==> src/rtl/param_updown_counter_if.sv <==
// Control and status bundle for param_updown_counter.
// The master drives the controls and the slave (the counter) returns count, evt and cmp_hit.
interface param_updown_counter_if #(
  parameter int WIDTH = 8
);
  logic             clr;
  logic             load;
  logic [WIDTH-1:0] load_val;
  logic             en;
  logic             up_dn;
  logic [WIDTH-1:0] mod_max;
  logic             sat_mode;
  logic [WIDTH-1:0] cmp_val;
  logic [WIDTH-1:0] count;
  logic             evt;
  logic             cmp_hit;

  modport master (
    output clr, load, load_val, en, up_dn, mod_max, sat_mode, cmp_val,
    input  count, evt, cmp_hit
  );

  modport slave (
    input  clr, load, load_val, en, up_dn, mod_max, sat_mode, cmp_val,
    output count, evt, cmp_hit
  );
endinterface

==> src/rtl/param_updown_counter.sv <==
// Up/down counter with a modulus set at runtime, wrap or saturate at the limit, a limit-event pulse
// and a compare flag. Priority on each edge is clear, then load, then count step.
module param_updown_counter #(
  parameter int               WIDTH   = 8,
  parameter logic [WIDTH-1:0] RST_VAL = '0
) (
  input  logic                    clk,
  input  logic                    reset,
  param_updown_counter_if.slave   bus
);

  typedef enum logic [2:0] {
    OP_HOLD,
    OP_CLEAR,
    OP_LOAD,
    OP_UP,
    OP_DOWN
  } op_e;

  op_e              op;
  logic [WIDTH-1:0] count_q;
  logic [WIDTH-1:0] count_d;
  logic             evt_q;
  logic             evt_d;
  logic [WIDTH-1:0] load_clamped;

  // Loads above the current modulus are clamped so count never leaves the legal range.
  assign load_clamped = (bus.load_val > bus.mod_max) ? bus.mod_max : bus.load_val;

  always_comb begin
    if (bus.clr)       op = OP_CLEAR;
    else if (bus.load) op = OP_LOAD;
    else if (bus.en)   op = bus.up_dn ? OP_UP : OP_DOWN;
    else               op = OP_HOLD;
  end

  always_comb begin
    // NOTE: defaults first so every path assigns both outputs and no latch is inferred.
    count_d = count_q;
    evt_d   = 1'b0;
    unique case (op)
      OP_CLEAR: count_d = RST_VAL;
      OP_LOAD:  count_d = load_clamped;
      OP_UP: begin
        // ">=" also catches a count left above a modulus that was lowered at runtime.
        if (count_q >= bus.mod_max) begin
          count_d = bus.sat_mode ? bus.mod_max : '0;
          evt_d   = 1'b1;
        end else begin
          count_d = count_q + WIDTH'(1);
        end
      end
      OP_DOWN: begin
        if (count_q == '0) begin
          count_d = bus.sat_mode ? '0 : bus.mod_max;
          evt_d   = 1'b1;
        end else if (count_q > bus.mod_max) begin
          count_d = bus.mod_max;
        end else begin
          count_d = count_q - WIDTH'(1);
        end
      end
      default: count_d = count_q;
    endcase
  end

  // NOTE: non-blocking assignments for all registered state so every flop samples pre-edge values.
  always_ff @(posedge clk or posedge reset) begin
    if (reset) begin
      count_q <= RST_VAL;
      evt_q   <= 1'b0;
    end else begin
      count_q <= count_d;
      evt_q   <= evt_d;
    end
  end

  assign bus.count   = count_q;
  assign bus.evt     = evt_q;
  assign bus.cmp_hit = (count_q == bus.cmp_val);

endmodule

==> src/flat_wrapper.sv <==
// flat-port wrapper written by rule: the top's interface ports become plain ports
module param_updown_counter_flat 
#(
  parameter int               WIDTH   = 8,
  parameter logic [WIDTH-1:0] RST_VAL = '0
)
  (clk, reset, bus_clr, bus_load, bus_load_val, bus_en, bus_up_dn, bus_mod_max, bus_sat_mode, bus_cmp_val, bus_count, bus_evt, bus_cmp_hit);
  param_updown_counter_if #(.WIDTH(WIDTH)) bus_i ();
  input  logic clk;
  input  logic reset;
  input wire logic [$bits(bus_i.clr)-1:0] bus_clr;
  input wire logic [$bits(bus_i.load)-1:0] bus_load;
  input wire logic [$bits(bus_i.load_val)-1:0] bus_load_val;
  input wire logic [$bits(bus_i.en)-1:0] bus_en;
  input wire logic [$bits(bus_i.up_dn)-1:0] bus_up_dn;
  input wire logic [$bits(bus_i.mod_max)-1:0] bus_mod_max;
  input wire logic [$bits(bus_i.sat_mode)-1:0] bus_sat_mode;
  input wire logic [$bits(bus_i.cmp_val)-1:0] bus_cmp_val;
  output wire logic [$bits(bus_i.count)-1:0] bus_count;
  output wire logic [$bits(bus_i.evt)-1:0] bus_evt;
  output wire logic [$bits(bus_i.cmp_hit)-1:0] bus_cmp_hit;
  assign bus_i.clr = bus_clr;
  assign bus_i.load = bus_load;
  assign bus_i.load_val = bus_load_val;
  assign bus_i.en = bus_en;
  assign bus_i.up_dn = bus_up_dn;
  assign bus_i.mod_max = bus_mod_max;
  assign bus_i.sat_mode = bus_sat_mode;
  assign bus_i.cmp_val = bus_cmp_val;
  assign bus_count = bus_i.count;
  assign bus_evt = bus_i.evt;
  assign bus_cmp_hit = bus_i.cmp_hit;
  param_updown_counter #(.WIDTH(WIDTH), .RST_VAL(RST_VAL)) u_core (.clk(clk), .reset(reset), .bus(bus_i));
endmodule
==> config.mk <==
export PLATFORM = sky130hd
export DESIGN_NAME = param_updown_counter_flat
export DESIGN_NICKNAME = d
export VERILOG_FILES = /design/src/rtl/param_updown_counter_if.sv /design/src/rtl/param_updown_counter.sv /design/src/flat_wrapper.sv
export SDC_FILE = /design/constraint.sdc
export NUM_CORES = 1
export LEC_CHECK = 0
export CAP_MARGIN = 20
export CORE_AREA = 10 10 71 73
export DETAILED_ROUTE_END_ITERATION = 16
export DIE_AREA = 0 0 81 83
export PLACE_DENSITY = 0.76
export SLEW_MARGIN = 20
export SYNTH_ARGS = -nofsm -noshare
export SYNTH_HDL_FRONTEND = slang
export SYNTH_SLANG_ARGS = --single-unit
==> constraint.sdc <==
create_clock -name clk -period 1.95 [get_ports clk]
set_input_delay 0.585 -clock clk [delete_from_list [all_inputs] [get_ports clk]]
set_output_delay 0.585 -clock clk [all_outputs]
set_load 0.1 [all_outputs]
==> impl_metrics.toml <==
[finish]
area_growth_pct = 101.3
design_area_sq_um = 3229
final_nets = 367
drive_gt1_share_pct = 57.10
insertedDiodeCount = 0
fin_cells = 365
nFillCells = 163

[die]
die_y_um = 83
io_pins = 41
rows = 22
fp.dieW_um = 81
fp.coreArea_sq_um = 3633
dieArea_sq_um = 6723
initial_utilization_pct = 44.15

[power]
ir_worst_vdd_mv = 0.2964
p_total_mw = 1.886
powerDensity_nw_per_um2 = 584.0
power_leakage_nw = 1.371

[worst_setup_path]
reg2regPathDepth = 11
rrSetupSlack_ns = -0.37
worst-endpoint-arrival_ns = 2.42
cp_max_fo = 7
crit_type = "reg2reg"
cp.required_ns = 2.05
r2r_end = "u_core.bus.count[4]"
startpoint_type = "flip-flop"
r2r_start = "u_core.bus.count[1]"
end_kind = "flip-flop"

[global_route]
antenna_found_initial = 0
grt.overflow.total = 0
grt_usage_pct = 22.46
grt_pass1_vias = 2414
grt_pass1_wl_um = 12160
grt_max_degree = 11

[clocking]
clk_pin_slew_worst_paths_ns = 0.05
cts_tree = "built"
clock-sinks = 9
cts_hold_buf = 0
cts_buffer_depth = 2
insertion_delay_ns = 0.25
cts_buffers = 3
h-tree-depth = 1
clock-root-buffer = "clkbuf_8"

[placed_design]
placed_cell_area_sq_um = 2639
pre_cts_ws_ns = -1.059
portBuffers = 40
hpwlAfterDp_um = 4745
routabilityCongestion = 0.9353
placed_cells = 334

[timing]
fin_crit_ns = 2.321
setup_viol = 10
hold_viol_final = 0
max_freq_ghz = 0.4308
min_period_over_period_pct = 119.0
slew_violations = 0
max_slew.worst_pin.slew_ns = 0.5119
skew_ns = 0.003028
slew_headroom_pct = 65.87
fin_ws_ns = -0.3714
rsz0062_at_grt = "yes"

[routing]
vias_per_cell = 6.353
drt_pass1_iterations = 5
wl_per_cell_um = 23.24
wirelength_um = 8483
antenna_left = 0
num_vias = 2319
drc = 0
drtIter0Drc = 286

[synthesis]
synth_seq_cells = 9
async_flop_share_pct = 100.0
synth.most_common_cell = "ha_1"
synth.top_cells.by_area = "dfrtp_1 14%, ha_1 14%, xnor2_1 9.3%"
synth_largest_area_cell = "dfrtp_1"
ys_warn_count = 0
synth-seq-area-share_pct = 14.04
ys.flop_type = "dfrtp_1"
synth_cell_type_count = 47
synth_common_cells = "18 x ha_1, 17 x xnor2_1, 16 x nand2_1, 16 x nor2_1, 14 x a21oi_1"
syn_area_per_cell_sq_um = 7.863
synth-edff-count = 0
synth_cells = 204
synth_area_sq_um = 1604
syn_nets = 253
synth_top_area_share_pct = 14.04

[run_status]
status = "finished with violations"
violations = "negative setup slack"

[worst_hold_path]
hp-class = "in2async"

[flow_run]
drv_cap = 0
[how the worst max path moves through the flow]
stage                             start             endpoint  slack (ns)
floorplan           u_core.bus.count[1]  u_core.bus.count[2]       -0.33
global placement         bus_mod_max[6]  u_core.bus.count[1]       -0.94
detailed placement       bus_mod_max[1]  u_core.bus.count[2]       -1.06
CTS                      bus_mod_max[1]  u_core.bus.count[1]       -0.27
global route        u_core.bus.count[1]  u_core.bus.count[4]       -0.43
finish              u_core.bus.count[1]  u_core.bus.count[4]       -0.37
[flip-flops by register name (all words and copies together) (netlist names)]
register / cells
u_core.bus.count: 8
u_core.bus.evt: 1
[placed cells by master (no fill, tap or decap), types with 3 or more instances in the layout]
cell type	netlist	routed
clkdlybuf4s50_1	0	6
and3_1	6	5
nor2_4	1	3
nor2_1	16	14
buf_6	2	7
buf_4	3	69
xnor2_2	0	4
a31oi_1	11	10
a21oi_2	0	6
inv_2	0	4
mux2i_1	5	5
buf_2	2	10
ha_1	18	5
buf_8	0	4
nand4_1	7	7
dfrtp_4	0	6
a21oi_1	14	8
ha_4	0	13
o211ai_1	8	8
inv_1	11	3
clkbuf_8	0	3
dlygate4sd2_1	0	8
nand2_1	16	16
xnor2_1	17	12
nor3_1	3	3
nand3_1	9	8
nor2b_1	4	3
buf_12	0	13
[power breakdown]
group | internal [mW] | switching, mW | total (mW)
combinational | 0.651 | 0.738 | 1.39
clock | 0.145 | 0.0976 | 0.242
sequential | 0.221 | 0.0335 | 0.254
[critical path, stage by stage, from the launching register on]
cell and delay, ns:
dfrtp_4 0.50, ha_4 0.28, nor2b_4 0.13, o211ai_1 0.09
buf_4 0.16, buf_4 0.13, a21oi_2 0.13, o22ai_2 0.10
buf_6 0.17, and3_2 0.20, a21oi_2 0.16, o2111ai_2 0.13
[metal layers]
| layer | wire length (um) | track usage [%] | share of wire (%) |
|---|---|---|---|
| met5 | 0 | 0 | 0 |
| met4 | 527 | 13.30 | 6.2 |
| met3 | 758 | 7.112 | 8.9 |
| met2 | 4066 | 37.68 | 48 |
| met1 | 3131 | 23.50 | 37 |
[area by class of cell]
class / instances / area (sq um) / share of cell area, %
Clock buffer: 4 / 45.04 / 1.395
Inverter: 11 / 58.81 / 1.821
Multi-Input combinational cell: 171 / 1670 / 51.72
Sequential cell: 9 / 250.2 / 7.749
Tap cell: 48 / 60.06 / 1.860
Timing Repair Buffer: 122 / 1145 / 35.45
[through the flow]
| stage | setup TNS [ns] | hold WS (ns) | util [%] |
|---|---|---|---|
| after global placement | -8.184 | 0.8138 | 72.62 |
| after floorplan | -2.172 | 0.4129 | - |
| after detailed placement | -8.822 | 0.8165 | 72.62 |
| final | -2.949 | 0.6245 | 88.88 |
| after CTS | -2.079 | 0.6327 | 84.09 |
| after global routing | -3.535 | 0.6402 | 88.88 |
[cell families after synthesis]
family                   share of synthesized area (%)
flip-flops                                       14.04
AND/OR/NAND/NOR                                  25.59
multiplexers                                     4.524
buffers and inverters                            7.410
XOR/XNOR                                         9.828
adder cells (fa/ha/maj)                          14.04
AO/OA/AOI/OAI                                    24.57
[what timing repair did]
action	4_1_cts	5_1_grt
buffers inserted	18	10
setup endpoints to repair	10	10
resized for setup	109	30
cloned	0	0
pin swaps	37	17
Power figures use the tool's default switching activity.
==> RTL change: new RTL, same settings <==
`WIDTH` is set to 8 in 3 places; all go to 6.
--- a/src/rtl/param_updown_counter_if.sv
+++ b/src/rtl/param_updown_counter_if.sv
@@ -3,3 +3,3 @@
 interface param_updown_counter_if #(
-  parameter int WIDTH = 8
+  parameter int WIDTH = 6
 );
--- a/src/rtl/param_updown_counter.sv
+++ b/src/rtl/param_updown_counter.sv
@@ -3,3 +3,3 @@
 module param_updown_counter #(
-  parameter int               WIDTH   = 8,
+  parameter int               WIDTH   = 6,
   parameter logic [WIDTH-1:0] RST_VAL = '0
--- a/src/flat_wrapper.sv
+++ b/src/flat_wrapper.sv
@@ -3,3 +3,3 @@
 #(
-  parameter int               WIDTH   = 8,
+  parameter int               WIDTH   = 6,
   parameter logic [WIDTH-1:0] RST_VAL = '0
Ports: changed (resized bus_cmp_val, bus_count, bus_load_val and bus_mod_max); port bits go from 41 to 33. No check against the original RTL was run, so the function may have changed too.
==> RTL change against the unedited design <==
- the run still ends with negative setup slack left
- clock skew rose by 2.0 ps
- setup slack improved by 140 ps
- power fell by 24%
- combinational power fell by 25%
- via count fell by 37%
- synthesized area fell by 21%
- design area fell by 25%
- sequential cell count fell by 2
- utilization fell by 22 points
- die area did not move
- wire length fell by 48%
- first-iteration DRC count fell by 17%
- critical path type is now in -> reg
- largest cell class unchanged
- largest power group unchanged
- highest routed layer unchanged
==> RTL change: results (changes against the unedited design) <==
- The run finished, with violations left.
- The checks that failed: negative setup slack.
- The placed wire-length estimate is 3356 um (-29%).
- The global-route wire length before repair is 6989 um (-43%).
- The overall track demand over capacity in global routing is 0.1262 (-0.09841).
- The number of buffers added by the clock tree synthesis step is 3 (unchanged).
- The total iterations of the first detailed-routing run is 4 (-1).
- The biggest cell delay along the critical path is 380 ps (-120 ps).
- The net total in the final layout is 266 (-28%).
- The number of flip-flops under the largest register name is 6 (-2).
- The arrival time at the worst endpoint came to 2270 ps (-150 ps).
- The total of buffers placed on input and output ports is 32 (-20%).
- The worst setup slack after layout was -228.0 ps (+143.5 ps).
- The slowest stage of the critical path is the sky130_fd_sc_hd__a221o_1 cell.
- The measured slew at the worst slew-check pin was 367.3 ps (-144.7 ps).
- The worst-case clock skew is 5.052 ps (+2.024 ps).
- The worst setup path category is in -> reg.
- The average vias per placed instance is 5.337 (-16%).
- The clock insertion delay at the later pin of the skew report is 230 ps (-20 ps).
- The count of filler cells inserted in the layout is 271 (+66%).
- The share of flip-flops with an asynchronous set or reset after synthesis is 1.000 (unchanged).
- The total wire length after detailed routing is 4395 um (-48%).
- The detailed router's first-iteration violation count was 237 (-17%).
- The fraction of final layout cells with drive strength greater than 1 is 0.5644 (-0.006533).
- The number of global-route vias before repair is 1484 (-39%).
- The total of warnings raised by yosys is 0 (unchanged).
- In this run the critical register-to-register path is captured at u_core.bus.count[5].
- The post-synthesis sequential area ratio came to 0.1375 (-0.002881).
- The largest fanout on the critical path is 6 (-1).
- The area occupied by multi-input gates came to 1287 um^2 (-23%).
- The number of endpoints failing setup at the final stage is 7 (-3).
- The number of different library cells in the post-synthesis netlist was 45 (-4.3%).
- The total placed instance area was 2125 um^2 (-19%).
- The largest vdd supply drop was 0.0002817 V (-5.0%).
- The final weighted congestion of routability-driven global placement came to 0.9257 (-1.0%).
- Yosys attributes the largest share of cell area to sky130_fd_sc_hd__ha_1 15%, sky130_fd_sc_hd__dfrtp_1 14%, sky130_fd_sc_hd__xnor2_1 5.5%.
- The total negative setup slack is -1354 ps (+1595 ps).
- The number of nets produced by synthesis is 192 (-24%).
- The critical path launch point is bus_mod_max[3].
- The static power due to leakage is 0.9874 nW (-28%).
## RTL change: cell types whose count changed in the layout (fill, tap and decap cells not counted), sizes merged, moves of 5 or more
cell	change
buf	-42
xnor2	-9
nand3	-5
and3	-7
xor2	+5
a21oi	-8
nor2	-8
o211ai	-7
## RTL change: cell families after synthesis
kind of cell | Yosys count | share of synthesized area
xor gates and xnor gates | 14 | 0.09627
DFF | 7 | 0.1375
buffers and inverters | 21 | 0.08448
muxes | 10 | 0.08546
adders and majority gates | 15 | 0.1473
and+or+nand+nor | 53 | 0.2279
AOI/OAI and AO/OA | 32 | 0.2210
## RTL change: worst min-delay path by stage
stage | to | slack [ps] | startpoint | cells after the start
finish | u_core.bus.count[2] | 600 | reset | 2
global route | u_core.bus.count[2] | 640 | reset | 2
CTS | u_core.bus.count[2] | 620 | reset | 2
detailed placement | u_core.bus.count[1] | 640 | u_core.bus.count[1] | 2
global placement | u_core.bus.count[1] | 620 | u_core.bus.count[1] | 2
floorplan | u_core.bus.evt | 390 | reset | 1
## RTL change: layout make-up
| type | count | share of cell area |
|---|---|---|
| Timing Repair Buffer | 78 | 0.3204 |
| Tap cell | 48 | 0.02484 |
| Sequential cell | 7 | 0.08075 |
| Clock buffer | 4 | 0.01863 |
| Inverter | 12 | 0.02277 |
| Multi-Input combinational cell | 124 | 0.5326 |
## RTL change: per-stage QoR
stage | std cells | hold WS, ps | worst slack [ps]
after floorplan | 152 | 388.4 | -522.6
after global placement | 263 | 622.0 | -842.4
after detailed placement | 263 | 641.5 | -891.8
after CTS | 271 | 616.4 | -272.5
after global routing | 273 | 639.7 | -283.2
final | 273 | 601.2 | -228.0
## RTL change: repair_timing
action | CTS | global route
gates cloned | 0 | 0
pin swaps | 22 | 21
hold endpoints to repair | 0 | 0
resized for setup | 69 | 30
endpoints found under the setup margin | 8 | 8
hold buffers | 0 | 0
buffers inserted | 4 | 2
## RTL change: power by group
group          internal [mW]  switching [mW]
sequential             0.172          0.0192
combinational          0.511           0.525
clock                  0.141          0.0623
## RTL change: layer usage
layer,vias to the layer above,routed length [um],GRT usage
met5,-,0,0
met4,0,123,0.03130
met3,14,342,0.03448
met2,63,2186,0.2118
met1,687,1743,0.1522
li1,693,-,-
